--- src/rtl/min_sort_drain.sv ---
// Sequential drain stage: owns the active mask for a min-sort network and streams winners out in ascending key order.
// Latency: first word 2 cycles after an accepted start, then one word per 2 cycles (SELECT + OUT per element).
// Backpressure: valid/ready; a word is held stable in OUT for as long as ready stays low, with no timeout.

package sort_pkg;
    localparam int N = 8;
endpackage

module min_sort_drain #(
    parameter int N  = sort_pkg::N,
    parameter int W  = 16,
    parameter int IW = $clog2(N)
) (
    input  logic            i_clk,
    input  logic            i_rst,
    input  logic            i_start,
    input  logic [N-1:0]    i_mask,
    output logic [N-1:0]    o_active,
    input  logic [N-1:0]    i_xi,
    input  logic [N*W-1:0]  i_data,
    output logic            o_valid,
    input  logic            i_ready,
    output logic [W-1:0]    o_data,
    output logic [IW-1:0]   o_idx,
    output logic            o_last,
    output logic            o_busy,
    output logic            o_done,
    output logic            o_err
);

    localparam logic [1:0] S_IDLE   = 2'd0;
    localparam logic [1:0] S_SELECT = 2'd1;
    localparam logic [1:0] S_OUT    = 2'd2;

    logic [1:0]   state;
    logic [N-1:0] cand;
    logic         sel_hit;
    logic [IW-1:0] sel_idx;
    logic [W-1:0] sel_data;
    logic [N-1:0] sel_remain;
    logic [N-1:0] hs_active;

    // Pick the lowest-index winner among active slots; xi bits outside the mask are discarded.
    always_comb begin
        cand    = i_xi & o_active;
        sel_hit = 1'b0;
        sel_idx = '0;
        for (int k = N - 1; k >= 0; k--) begin
            if (cand[k]) begin
                sel_hit = 1'b1;
                sel_idx = IW'(k);
            end
        end
        sel_data   = i_data[sel_idx*W +: W];
        sel_remain = o_active & ~(N'(1) << sel_idx);
        hs_active  = o_active & ~(N'(1) << o_idx);
    end

    // Drain FSM: load mask, select winner, present it, retire it on handshake.
    always_ff @(posedge i_clk) begin
        if (i_rst) begin
            state    <= S_IDLE;
            o_active <= '0;
            o_valid  <= 1'b0;
            o_data   <= '0;
            o_idx    <= '0;
            o_last   <= 1'b0;
            o_busy   <= 1'b0;
            o_done   <= 1'b0;
            o_err    <= 1'b0;
        end else begin
            o_done <= 1'b0;
            case (state)
                S_IDLE: begin
                    if (i_start) begin
                        o_err <= 1'b0;
                        if (|i_mask) begin
                            o_active <= i_mask;
                            o_busy   <= 1'b1;
                            state    <= S_SELECT;
                        end else begin
                            // Empty pass completes immediately.
                            o_done <= 1'b1;
                        end
                    end
                end
                S_SELECT: begin
                    if (sel_hit) begin
                        o_data  <= sel_data;
                        o_idx   <= sel_idx;
                        o_last  <= ~|sel_remain;
                        o_valid <= 1'b1;
                        state   <= S_OUT;
                    end else begin
                        // Network produced no winner for a non-empty mask: abandon the pass.
                        o_err    <= 1'b1;
                        o_active <= '0;
                        o_busy   <= 1'b0;
                        state    <= S_IDLE;
                    end
                end
                S_OUT: begin
                    if (i_ready) begin
                        o_active <= hs_active;
                        o_valid  <= 1'b0;
                        if (~|hs_active) begin
                            o_done <= 1'b1;
                            o_busy <= 1'b0;
                            state  <= S_IDLE;
                        end else begin
                            state <= S_SELECT;
                        end
                    end
                end
                default: begin
                    o_valid <= 1'b0;
                    o_busy  <= 1'b0;
                    state   <= S_IDLE;
                end
            endcase
        end
    end

endmodule

--- config.mk ---
export PLATFORM = sky130hd
export DESIGN_NAME = min_sort_drain
export DESIGN_NICKNAME = d
export VERILOG_FILES = /design/src/rtl/min_sort_drain.sv
export SDC_FILE = /design/constraint.sdc
export NUM_CORES = 1
export LEC_CHECK = 0
export ABC_AREA = 1
export CORE_MARGIN = 5
export CORE_UTILIZATION = 36
export DETAILED_ROUTE_END_ITERATION = 12
export PLACE_DENSITY = 0.8
export SYNTH_ARGS = -nofsm -noshare
export SYNTH_HDL_FRONTEND = slang
export SYNTH_SLANG_ARGS = --single-unit
--- constraint.sdc ---
create_clock -name i_clk -period 1.7 [get_ports i_clk]
set_input_delay 0.51 -clock i_clk [delete_from_list [all_inputs] [get_ports i_clk]]
set_output_delay 0.51 -clock i_clk [all_outputs]
set_load 0.05 [all_outputs]
==> results_dict.tcl, run 1 <==
set metrics [dict create \
    relSlewSlack_pct 71.6 \
    clkPwrFrac_pct 4.6 \
    startpoint_type "flop" \
    vias 5505 \
    finalNonFillerCells 901 \
    hold-path-cell-count 2 \
    viasPerCell 6.11 \
    fp.dieH_um 105 \
    place_ws_ns -0.776 \
    cp.depth 15 \
    drc 0 \
    area_growth_pct 119 \
    ctsHoldBuffers 0 \
    num_rows 34 \
    fin_crit_ns 1.98 \
    pwr-share-comb_pct 85.3 \
    cts_max_path_buffers 2 \
    power.leakage_nw 3.28 \
    pin_count 180 \
    num_antenna_cells 0 \
    internal_power_mw 7.23 \
    path_class "reg -> reg" \
    cp_max_fo 9 \
    core-area_mm2 0.00872 \
    syn-num-nets 688 \
    power.switching_mw 6.88 \
    seqPwrFrac_pct 10.1 \
    nets 944 \
    fin_ws_ns -0.278 \
    grt_use_total_pct 33.2 \
    clkTransAtPathRegs_ns 0.08 \
    syn_inst 536 \
    die_w_um 105 \
    crit_path_cell_trace "nand2_2, nand2_2, inv_2, nand2_2, a21oi_4, buf_12, buf_6, buf_12, nand4_1, nand2_1, nand3b_1, nand2_2, nand3_2, nand2_1, inv_1" \
    ir_drop_v 0.00131 \
    worstPathRequired_ns 1.95 \
    hp-start "o_err$_SDFFE_PP0P_" \
    dp.cells 852 \
    cap_viol_max_count 0 \
    cp_slowest_cell "dfxtp_2" \
    portBuffers 179 \
    dp_hpwl_um 12300 \
    dieArea_mm2 0.0109 \
    drt_iter0_markers 679 \
    status "finished with violations" \
    rsz0062_at_grt "true" \
    tritoncts "built" \
    drive_above_1_share_pct 32.0 \
    worstPathArrival_ns 2.22 \
    grt_antenna_before_repair 0 \
    stdcell_area_mm2 0.00705 \
    r2r_setup_slack_ns -0.28 \
    critPathMostFrequentCell "nand2_2" \
    fmax_mhz 506 \
    cts-root-buf "clkbuf_8" \
    finalSetupViolCount 28 \
    rr_startpoint "o_active[4]$_SDFFE_PP0P_" \
    finalSetupTns_ns -4.40 \
    p_per_area_mw_per_mm2 2000 \
    cts_buffers 5 \
    grt_max_degree 33 \
    wl_per_cell_um 22.9 \
    reg2regPathDepth 15 \
    yosysUniqueCellTypes 32 \
    grt_pass1_wl_um 29400 \
    cts_num_sinks 34 \
    holdPathEnd "o_err$_SDFFE_PP0P_" \
    tightest_slew_ns 0.427 \
    finalCritPeriodShare_pct 116 \
    h-tree-depth 2 \
    fin_worst_skew_ns 0.00468 \
    final_hold_viol_count 0 \
    yosys_register_bits 34 \
    grt_pass1_vias 5611 \
    drt-total-wl_um 20600 \
    syn_area_per_cell_um2 6.01 \
    grt-ovfl-total 0 \
    first_pass_iters 8 \
    slowest_delay_ns 0.33 \
    ys_seq_area_share_pct 21.1 \
    min_path_type "reg -> reg" \
    switching_share_pct 48.8 \
    final_util_pct 80.8 \
    crit-reg2reg-capture "o_data[12]$_SDFFE_PP0P_" \
    place_congestion 0.947 \
    cp_num_buf_inv 5 \
    synth_warnings 0 \
    placed_area_mm2 0.00587 \
    endpoint_kind "flop" \
    slew_viol_final 0 \
    start_util_pct 36.9 \
    whs_ns 0.504 \
    clock_latency_ns 0.29 \
    finalPower_mw 14.1 \
    violations "negative setup slack" \
    cp_top_family "simple AND/OR/NAND/NOR gates" \
    netlist_area_mm2 0.00322 \
    ant_nets 0 \
]
==> how the worst max path moves through the flow <==
stage	from	end
detailed placement	i_xi[3]	o_data[12]$_SDFFE_PP0P_
global route	o_active[4]$_SDFFE_PP0P_	o_data[4]$_SDFFE_PP0P_
floorplan	i_xi[6]	o_data[11]$_SDFFE_PP0P_
finish	o_active[4]$_SDFFE_PP0P_	o_data[12]$_SDFFE_PP0P_
global placement	i_xi[3]	o_data[12]$_SDFFE_PP0P_
CTS	o_active[6]$_SDFFE_PP0P_	o_data[8]$_SDFFE_PP0P_
==> cell type report <==
cell class,count,area (µm²)
inverter,49,203
timing repair buffer,288,3430
sequential,34,709
clock buffer,6,82.6
fill,516,1670
multi-input combinational,414,2480
clock inverter,2,12.5
tap,108,135
==> cells by family (layout without fill, tap and decap cells) <==
logic type	Yosys count	count (layout)	share of synthesized area, %
fa+ha+maj	4	4	1.55
buf+inv	88	345	12.7
compound gates	46	46	8.66
simple gates	364	364	56.0
flops	34	34	21.1
==> sequential cells by signal, indices dropped and copies added (netlist names) <==
| signal | cells |
|---|---|
| o_idx | 3 |
| o_data | 16 |
| o_done | 1 |
| o_busy | 1 |
| o_err | 1 |
| o_active | 8 |
| o_valid | 1 |
| o_last | 1 |
| state | 2 |
==> power groups by stage <==
stage,logic (mW),registers (mW),clock network (mW)
finish,12.0,1.43,0.653
global route,12.5,1.46,0.702
CTS,10.7,1.40,0.654
global placement,8.16,1.40,0
detailed placement,8.31,1.40,0
floorplan,4.03,2.21,0
==> cells in the final DEF (no fill, tap or decap), types with 8 or more instances in the layout <==
master and instances:
dfxtp_2 8, inv_2 8, nand4_1 54, nor2_1 8, nand3_2 21, nand2_1 123, dfxtp_1 21, o22ai_1 8
buf_4 68, dlymetal6s2s_1 10, nand3b_1 32, a21oi_1 11, buf_12 45, nand2_4 14, nand3_1 86, clkdlybuf4s50_1 129
inv_1 37, buf_6 12, nand2_2 12
==> routing by layer <==
metal	vias up	GRT usage (%)	share of wire [%]
met3	113	6.91	11
met4	0	19.5	7.0
li1	2364	-	-
met1	2559	37.3	34
met2	469	57.8	49
met5	-	0	0
==> tightest hold or removal path, cell delays in order (launching register included) <==
cell and delay, ns:
dfxtp_1 0.34, nand2_1 0.07, a21oi_1 0.05
==> Yosys cell counts <==
cell	n	area share (%)
a221oi_1	1	0.27
nand2_4	2	0.70
buf_6	6	2.1
nor3_1	2	0.31
a21oi_4	1	0.51
nor2_2	2	0.39
clkinv_1	2	0.23
clkbuf_1	14	1.6
o21ai_1	1	0.16
inv_1	42	4.9
buf_4	5	1.2
nand2_1	142	17
ha_1	4	1.6
o21ai_0	12	1.9
nand2_2	5	0.97
nor2_1	14	1.6
nand3b_1	32	7.5
nand3_1	109	17
nand4_1	54	10
o211ai_1	1	0.23
or2_2	1	0.19
a21oi_1	18	2.8
inv_2	5	0.58
nor2_4	1	0.35
buf_2	11	1.7
buf_1	3	0.35
dfxtp_1	34	21
a31oi_1	1	0.19
o31ai_1	1	0.23
o22ai_1	8	1.6
o2111ai_1	1	0.27
a21boi_4	1	0.58
==> repair_timing <==
item,4_1_cts,5_1_grt
pin swaps,25,41
setup endpoints to repair,32,32
cloned,13,3
setup buffers,18,12
gates resized for setup,84,81
Power figures use the tool's default switching activity.
==> inputs of run 2 (changes only) <==
- SLEW_MARGIN: unset -> 25
==> results of run 2 <==
No change in the layout: final DEF, timing and power equal those of run 1.
==> inputs of run 3 (changes only) <==
- CORE_MARGIN: 5 -> 3
==> run 3 against run 2 <==
  * The flow still finishes with violations (negative setup slack)
  * Total power up 0.70%
  * Design area up 1.5%
  * Critical path depth down 2
  * Non-clock buffer count up 16
  * Final cell count up 1.4%
  * Sequential share of layout area down 0.11 points
  * Sequential cell count unchanged
  * Largest cell class unchanged
  * Largest power group unchanged
==> results_dict.tcl, run 3 (synthesis gave the netlist of run 1 again) <==
set metrics [dict create \
    rsz0062_at_grt "true" \
    grt_pass1_vias 5385 \
    drt_iter0_markers 528 \
    reg2regPathDepth 13 \
    portBuffers 179 \
    ir_drop_v 0.00165 \
    path_class "reg -> reg" \
    drc 0 \
    hold-path-cell-count 2 \
    relSlewSlack_pct 73.7 \
    core-area_mm2 0.00846 \
    place_congestion 0.950 \
    pwr-share-comb_pct 84.2 \
    finalCritPeriodShare_pct 114 \
    holdPathEnd "o_busy$_SDFFE_PP0P_" \
    worstPathRequired_ns 1.89 \
    fp.dieH_um 101 \
    cts-root-buf "clkbuf_8" \
    cp_max_fo 13 \
    endpoint_kind "flop" \
    cp_top_family "simple AND/OR/NAND/NOR gates" \
    ctsHoldBuffers 0 \
    startpoint_type "flop" \
    clock_latency_ns 0.30 \
    layout.area.seq_um2 712 \
    area_growth_pct 122 \
    slowest_delay_ns 0.36 \
    regMostFlops "o_data" \
    cp_slowest_cell "dfxtp_4" \
    drt-total-wl_um 19900 \
    layout_common_cells "clkdlybuf4s50_1, nand2_1, nand3_1" \
    internal_power_mw 7.15 \
    viasPerCell 5.97 \
    slew_viol_final 0 \
    cts_buffers 5 \
    n_fill_cell 465 \
    min_path_type "reg -> reg" \
    final_hold_viol_count 0 \
    crit-reg2reg-capture "o_data[0]$_SDFFE_PP0P_" \
    clkPwrFrac_pct 5.5 \
    crit_path_cell_trace "nand2_4, buf_6, nand2_8, nand2_4, a21oi_4, inv_2, bufbuf_16, nand3_1, nand3b_1, nand2_1, nand3_1, nand2_1, inv_1" \
    first_pass_iters 5 \
    hp-start "o_busy$_SDFFE_PP0P_" \
    seqPwrFrac_pct 10.3 \
    cts_max_path_buffers 2 \
    finalSetupViolCount 22 \
    cap_viol_max_count 0 \
    stdcell_area_mm2 0.00716 \
    p_per_area_mw_per_mm2 1990 \
    fin_crit_ns 1.94 \
    placed_area_mm2 0.00596 \
    final_common_cell "clkdlybuf4s50_1" \
    fmax_mhz 515 \
    power.switching_mw 7.05 \
    cp_num_buf_inv 4 \
    clkTransAtPathRegs_ns 0.09 \
    grt-ovfl-total 0 \
    largest_register_ffs 16 \
    wl_per_cell_um 21.8 \
    top_regs "o_data: 16 flops, o_active: 8 flops, o_idx: 3 flops" \
    finalPower_mw 14.2 \
    fin_ws_ns -0.242 \
    pin_count 180 \
    multi_input_area_mm2 0.00260 \
    violations "negative setup slack" \
    num_antenna_cells 0 \
    rr_startpoint "o_active[6]$_SDFFE_PP0P_" \
    vias 5453 \
    ant_nets 0 \
    cts_num_sinks 34 \
    die_w_um 101 \
    switching_share_pct 49.6 \
    nets 960 \
    fin_worst_skew_ns 0.0125 \
    start_util_pct 38.0 \
    grt_max_degree 33 \
    tritoncts "built" \
    r2r_setup_slack_ns -0.24 \
    dp_hpwl_um 11900 \
    drive_above_1_share_pct 36.0 \
    dieArea_mm2 0.0101 \
    grt_antenna_before_repair 0 \
    power.leakage_nw 3.29 \
    tightest_slew_ns 0.394 \
    h-tree-depth 2 \
    grt_pass1_wl_um 27600 \
    status "finished with violations" \
    grt_use_total_pct 34.5 \
    worstPathArrival_ns 2.13 \
    num_rows 33 \
]
## run 3: power groups by stage
stage / Combinational, mW / Clock (mW) / Sequential, mW
after global placement: 8.66 / 0 / 1.41
after CTS: 10.7 / 0.779 / 1.42
after detailed placement: 8.77 / 0 / 1.41
after floorplan: 4.03 / 0 / 2.21
final: 12.0 / 0.782 / 1.46
after global routing: 12.5 / 0.805 / 1.49
## run 3: worst reg2reg max path, stage by stage (launching register included)
cell       delay (ns)
dfxtp_4          0.36
nand2_4          0.05
buf_6            0.12
nand2_8          0.07
nand2_4          0.05
a21oi_4          0.20
inv_2            0.12
bufbuf_16        0.30
nand3_1          0.09
nand3b_1         0.14
nand2_1          0.14
nand3_1          0.10
nand2_1          0.07
inv_1            0.04
## run 3: cell type report
type,count,share of cell area [%]
clock inverters,3,0.612
repair buffers,304,47.6
inverters,49,2.76
well taps,105,1.84
multi-input cells,414,36.3
clock buffers,5,0.962
flip-flops and latches,34,9.95
## run 3: repair_timing
item | CTS | global route
buffers inserted | 40 | 18
setup endpoints to repair | 31 | 30
pin swaps | 35 | 43
gates cloned | 6 | 0
resized for setup | 104 | 102
## run 3: per-stage QoR
step                TNS, ns  std cells  hold slack (ns)  setup slack [ns]  util (%)
CTS                  -0.420        903            0.506           -0.0400      80.8
finish                -2.43        914            0.550            -0.242      84.5
global placement     -19.15        851            0.488            -0.695      70.5
floorplan            -0.619        536            0.478           -0.0478         -
detailed placement   -19.98        851            0.495            -0.752      70.5
global route          -4.73        914            0.560            -0.324      84.5
## run 3: layer usage
layer | share of wire (%) | GRT usage (%) | vias up | wire length [µm]
li1 | - | - | 2393 | -
met1 | 36 | 38.9 | 2503 | 7100
met2 | 48 | 61.2 | 442 | 9500
met3 | 11 | 8.10 | 115 | 2180
met4 | 5.8 | 15.5 | 0 | 1160
met5 | 0 | 0 | - | 0
## run 3: worst max path at each step
stage,startpoint,endpoint,cells past startpoint
2_1_floorplan,i_xi[6],o_data[11]$_SDFFE_PP0P_,15
3_3_place_gp,i_xi[0],o_last$_SDFFE_PP0P_,14
3_5_place_dp,i_xi[0],o_last$_SDFFE_PP0P_,14
4_1_cts,o_active[6]$_SDFFE_PP0P_,o_last$_SDFFE_PP0P_,15
5_1_grt,o_active[6]$_SDFFE_PP0P_,o_last$_SDFFE_PP0P_,14
6_report,o_active[6]$_SDFFE_PP0P_,o_data[0]$_SDFFE_PP0P_,13
